==> src/rtl/shift_sequencer_32.sv <==
// shift_sequencer_32: iterative 32-bit shifter.
// One request is captured at a time. The unit then applies the shift in five
// power-of-two stages (16, 8, 4, 2, 1), one stage per clock, reusing a single
// stage shift path. Right shifts are arithmetic; left shifts fill with zeros.
module shift_sequencer_32 #(
   parameter int WIDTH = 32,
   parameter int AMT_W = 5
) (
   input  logic             i_clk,
   input  logic             i_rst_n,
   input  logic             i_start,
   input  logic             i_sh_dir,
   input  logic [AMT_W-1:0] i_sh_amt,
   input  logic [WIDTH-1:0] i_d_in,
   output logic             o_busy,
   output logic             o_done,
   output logic [WIDTH-1:0] o_d_out
);

   localparam int K_W = $clog2(AMT_W);

   localparam logic [0:0] S_IDLE  = 1'b0;
   localparam logic [0:0] S_SHIFT = 1'b1;

   logic [0:0]       r_state;
   logic [WIDTH-1:0] r_work;
   logic [AMT_W-1:0] r_amt;
   logic             r_dir;
   logic [K_W-1:0]   r_k;
   logic             r_busy;
   logic             r_done;
   logic [WIDTH-1:0] r_d_out;

   logic [AMT_W-1:0] w_step;
   logic [WIDTH-1:0] w_sra;
   logic [WIDTH-1:0] w_sll;
   logic [WIDTH-1:0] w_stage;

   // Single shared stage path: shift the working value by 2^k when amount bit k is set.
   // w_sra refills the vacated top bits from the sign of the current working value.
   always_comb begin
      w_step  = AMT_W'(1) << r_k;
      w_sra   = $unsigned($signed(r_work) >>> w_step);
      w_sll   = r_work << w_step;
      w_stage = r_work;
      if (r_amt[r_k]) begin
         w_stage = r_dir ? w_sra : w_sll;
      end
   end

   // Request capture, MSB-first stage sequencing, and result/DONE registration.
   always_ff @(posedge i_clk or negedge i_rst_n) begin
      if (!i_rst_n) begin
         r_state <= S_IDLE;
         r_work  <= '0;
         r_amt   <= '0;
         r_dir   <= 1'b0;
         r_k     <= '0;
         r_busy  <= 1'b0;
         r_done  <= 1'b0;
         r_d_out <= '0;
      end else begin
         r_done <= 1'b0;
         case (r_state)
            S_IDLE: begin
               if (i_start) begin
                  r_work  <= i_d_in;
                  r_amt   <= i_sh_amt;
                  r_dir   <= i_sh_dir;
                  r_k     <= K_W'(AMT_W - 1);
                  r_busy  <= 1'b1;
                  r_state <= S_SHIFT;
               end
            end
            S_SHIFT: begin
               r_work <= w_stage;
               if (r_k == '0) begin
                  // Last stage: publish the result; BUSY drops in the DONE cycle.
                  r_d_out <= w_stage;
                  r_done  <= 1'b1;
                  r_busy  <= 1'b0;
                  r_state <= S_IDLE;
               end else begin
                  r_k <= r_k - 1'b1;
               end
            end
            default: begin
               r_state <= S_IDLE;
               r_busy  <= 1'b0;
            end
         endcase
      end
   end

   assign o_busy  = r_busy;
   assign o_done  = r_done;
   assign o_d_out = r_d_out;

endmodule

==> config.mk <==
export PLATFORM = sky130hd
export DESIGN_NAME = shift_sequencer_32
export DESIGN_NICKNAME = d
export VERILOG_FILES = /design/src/rtl/shift_sequencer_32.sv
export SDC_FILE = /design/constraint.sdc
export NUM_CORES = 1
export LEC_CHECK = 0
export CORE_MARGIN = 1
export CORE_UTILIZATION = 30
export CTS_CLUSTER_DIAMETER = 100
export DETAILED_ROUTE_END_ITERATION = 16
export GPL_TIMING_DRIVEN = 0
export PLACE_DENSITY_LB_ADDON = 0.15
export REMOVE_ABC_BUFFERS = 1
export SETUP_SLACK_MARGIN = 0.02
export SYNTH_ARGS = -nofsm -noshare
export SYNTH_HDL_FRONTEND = slang
export SYNTH_SLANG_ARGS = --single-unit
==> constraint.sdc <==
create_clock -name i_clk -period 4.3 [get_ports i_clk]
set_clock_uncertainty 0.1 [all_clocks]
set_input_delay 0.86 -clock i_clk [delete_from_list [all_inputs] [get_ports i_clk]]
set_output_delay 0.86 -clock i_clk [all_outputs]
set_load 0.005 [all_outputs]
Word-level counts from Yosys, hierarchy flattened
Cells that the tools add are included.
- register bits after elaboration: 76
- input bits: 41
- output and inout bits: 34
- word-level logic and storage cells: 39
- add/subtract/negate cells: 1
- magnitude comparators: 1
- eq/ne operators: 3
- shift operators: 3
- muxes and demuxes: 17
- bitwise logic cells: 1
- reduce and logical (&&, ||, !) cells: 5
- operators by type and width (kind ; number):
    32-bit two-way mux ; 3
    32-bit case mux with 2 select lines ; 1
    32-bit by 5-bit << shifter with 32-bit output ; 1
    32-bit by 5-bit >>> shifter with 32-bit output ; 1
    2-bit AND reduction ; 4
    1-bit two-way mux ; 7
    3-bit two-way mux ; 2
    3-bit case mux with 2 select lines ; 1
    1-bit by 3-bit << shifter with 5-bit output, first input constant ; 1
    3-bit by 4-bit less-than comparator with 1-bit output, second input constant ; 1
    2-bit != test, second input constant ; 2
    1-bit case mux with 2 select lines ; 2
    1-bit binary-select mux with 3-bit select ; 1
    3-bit zero test ; 1
    3-bit by 1-bit subtractor with 3-bit output, second input constant ; 1
    2-bit by 1-bit != test with 1-bit output, second input constant ; 1
    1-bit NOT ; 1

Longest topological paths before layout
- depth after elaboration: 5
- mapped depth: 12
- gate-level depth less buffers: 8

Worst setup path after synthesis
No wires, ideal clock.
- path type: flip-flop to flip-flop
- from: register r_k[0]
- to: register r_work[25]
- library setup time: 0.146 ns
- data arrival time: 2.334 ns
- data required time: 4.054 ns
- path slack: 1.720 ns
- cell stages (with the launch flop): 10
- buffers on the path: 1
- clock period less this slack: 2.580 ns
- cell sequence: dfrtp_1 > inv_1 > ha_1 > nor2b_1 > buf_6 > mux4_2 > a22oi_1 > nand3_1 > nor4_2 > a221oi_1
- word-level cells in the longest chain between the ends: 5
- elaborated cells between the ends (all ways): 8
- classes of those cells: 3 x shift; 5 x mux
- ends and longest elaborated chain (what ; line ; text):
    start, declared ; 29 ; logic [K_W-1:0] r_k;
    start signal, assigned ; 70 ; r_k <= K_W'(AMT_W - 1);
    start signal, assigned ; 84 ; r_k <= r_k - 1'b1;
    1-bit by 3-bit << shifter with 5-bit output ; 42 ; w_step = AMT_W'(1) << r_k;
    32-bit by 5-bit << shifter with 32-bit output or 32-bit by 5-bit >>> shifter with 32-bit output (tied branches) ; 44, 43 ;
    32-bit two-way mux ; 47 ; w_stage = r_dir ? w_sra : w_sll;
    32-bit two-way mux (*) ; 46 ; if (r_amt[r_k]) begin
    32-bit case mux with 2 select lines (*) ; 64 ; case (r_state)
    end signal, assigned ; 67 ; r_work <= i_d_in;
    end signal, assigned ; 76 ; r_work <= w_stage;
    end, declared ; 26 ; logic [WIDTH-1:0] r_work;
Every way passes the cells marked *; elsewhere a longest branch is shown, timed or not. The select of a mux whose other input is x is not followed.
A chain may end at the register's enable or synchronous reset.

Final worst setup path
- from: register r_k[1]
- to: register r_work[8]
The elaborated chain is that of the path after synthesis.

==> results.txt <==
FP Rows: 60
Post-synthesis xor/xnor area fraction: 0%
Drt drc: 1
Post-synth top area share: 23.3%
Post-route ant nets: 0
Area of the core: 26,800 um2
Multiplexer share of the synthesized area: 12.1%
Root buffer cell: clkbuf_16
Synthesized area: 8160 um2
FF-to-FF setup slack: -0.02 ns
FF-to-FF Start: r_k[1]
Status: complete, but fails checks
Filler cells: 2,800
RSZ-0062 raised after global routing: false
First-pass GRT wire length: 58,000 um
Worst-path clk slew: 0.07 ns
Final period util: 101%
Post-DR wirelength/cell: 29.4 um
Cts bufs inserted: 9
Vias: 9,137
FF+latch count, synth: 76
Drt first-iter violations: 1,082
# setup viols final: 2
Post-synth top area cell: dfrtp_1
Worst r2r dst: r_work[8]
Register area: 1910 um2
Final nets: 1,045
Worst skew pair latency: 0.36 ns
Setup Total Neg Slack: -0.0265 ns
CP max FO: 31
IO Pins: 75
Worst path arrival time: 4.43 ns
EDFF count, synth: 0
Final Cell Area: 9210 um2
Worst relative slew slack: 8.22%
WS Path Type: flop to flop
Failing checks: DRC, setup timing
CTS tree: built
Synthesis-to-finish area growth: 12.8%
Syn Inst Count: 1,027
Asr flop ratio synth: 100%
Layout cell share with drive strength beyond 1: 12.1%
Register area share after synthesis: 23.3%
Synth area leaders: dfrtp_1 23%, mux4_2 5.2%, o21ai_0 4.8%
Full die area: 27,900 um2
Max Cap Viol: 0
Yosys warns: 0
HP Class: input pin to asynchronous set/reset pin
Synth Area in Adders: 0.766%
Number of global-route vias before repair: 8,600
Post-synth top flop: dfrtp_1
Fmax: 231 MHz
All-Layer GR Usage: 27.7%
Placed cell areas: 8890 um2
Sinks on Clock Net: 76
Final HPWL DP: 26,500 um
Worst-Margin Slew: 1.37 ns
FF-to-FF path depth: 8
Largest family of logic cells by synthesized area: compound AO/OA/AOI/OAI gates
Fin. Hold Viols: 0
Worst Path Required: 4.41 ns
Horiz. Die Dim: 167 um
TritonRoute pass-1 iters: 14
List of most frequent post-synthesis cells: 96 x nand2_1, 82 x nor2_1, 79 x o21ai_0
Crit. End Element: flop
CTS max path bufs: 2
Final Slew Violations: 0
Initial Utilization: 30.5%
Multi-input gate area: 5570 um2
Grt ovf: 0
Post-layout min period: 4.32 ns
ANT cells: 0
Post-CTS setup buffer count: 0
Avg Inst Size Synth: 7.95 um2
H-tree Lvls: 3
Compound-cell area share of the yosys netlist: 31.5%
Vias per cell: 6.79
Final WS setup: -0.0229 ns
Largest net degree at the start of global routing: 71
Routability cong.: 0.969
WL final: 39,600 um
Yosys cell types: 90
Initial antenna violation count: 0
I/O Buffers: 74
Die H: 167 um
Count leader, synth: nand2_1
Post-synthesis simple-gate area fraction: 23.1%
CP startpoint kind: flop
==> worst max path at each step <==
stage,from,end
after global placement,r_k[0],o_d_out[1]
after detailed placement,r_k[0],o_d_out[23]
final,r_k[1],r_work[8]
after global routing,r_k[1],o_d_out[8]
after CTS,r_k[0],o_d_out[5]
after floorplan,r_k[0],o_d_out[1]
==> flip-flops by register name (all words and copies together) (netlist names) <==
signal   cells
r_dir        1
r_k          3
r_amt        5
r_state      1
o_busy       1
r_work      32
o_d_out     32
o_done       1
==> layout make-up <==
| type | count | area share [%] |
|---|---|---|
| tap | 341 | 4.63 |
| inverter | 16 | 0.693 |
| clock inverter | 6 | 0.530 |
| timing repair inverter | 1 | 0.0815 |
| timing repair buffer | 83 | 10.3 |
| sequential | 76 | 20.7 |
| clock buffer | 10 | 2.59 |
| multi-input combinational | 812 | 60.5 |
==> logic make-up after synthesis <==
kind of cell,Yosys count
adder cells (fa/ha/maj),5
multiplexers,73
buffers and inverters,139
AND/OR/NAND/NOR,356
AO/OA/AOI/OAI,378
flip-flops,76
==> routing by layer <==
| layer | track usage [%] | vias up | routed length, um |
|---|---|---|---|
| li1 | - | 3876 | - |
| met1 | 38.4 | 4541 | 17000 |
| met2 | 42.4 | 616 | 17500 |
| met3 | 4.85 | 104 | 3630 |
| met4 | 11.4 | 0 | 1530 |
| met5 | 0 | - | 0 |
==> stage by stage <==
stage / std cells / hold slack (ns) / utilization [%] / setup WS [ns]
finish: 1345 / 0.372 / 34.4 / -0.0229
global route: 1345 / 0.409 / 34.4 / 0.0325
CTS: 1343 / 0.392 / 34.2 / 0.0112
detailed placement: 1327 / 0.376 / 33.2 / -0.366
global placement: 1319 / 0.366 / 32.2 / -5.60
floorplan: 904 / 0.373 / - / -1.63
==> what timing repair did <==
action | CTS | global route
gates cloned | 0 | 1
hold buffers | 0 | 0
setup endpoints to repair | 34 | 37
hold endpoints to repair | 0 | 0
resized for setup | 1 | 3
==> worst max-delay path, cell delays in order, from the launching register on <==
cell     delay, ns
dfrtp_1       0.41
inv_1         0.23
ha_4          0.47
and2b_1       1.08
a22oi_1       0.32
a31oi_1       0.57
nor2_1        0.11
nor4_1        0.70
a21oi_1       0.17
==> cells in the final DEF, fill, tap and decap left out, types with 11 or more instances in the layout <==
cell,n
o22ai_1,38
nand2b_1,13
o32ai_1,12
mux4_2,19
mux2i_1,38
a31oi_1,20
a22oi_1,17
o221ai_1,14
o21ai_0,79
nor2_1,82
a21oi_1,63
nand3_1,36
nor2b_1,11
o21ai_1,23
mux2_2,14
clkdlybuf4s50_1,73
dfrtp_1,73
nor3_1,23
o211ai_1,11
a211oi_1,14
nor3b_1,14
nand2_1,95
inv_1,12
Power is not shown: default switching activity piles up to over one toggle a cycle in this logic, so the estimate is an artifact.
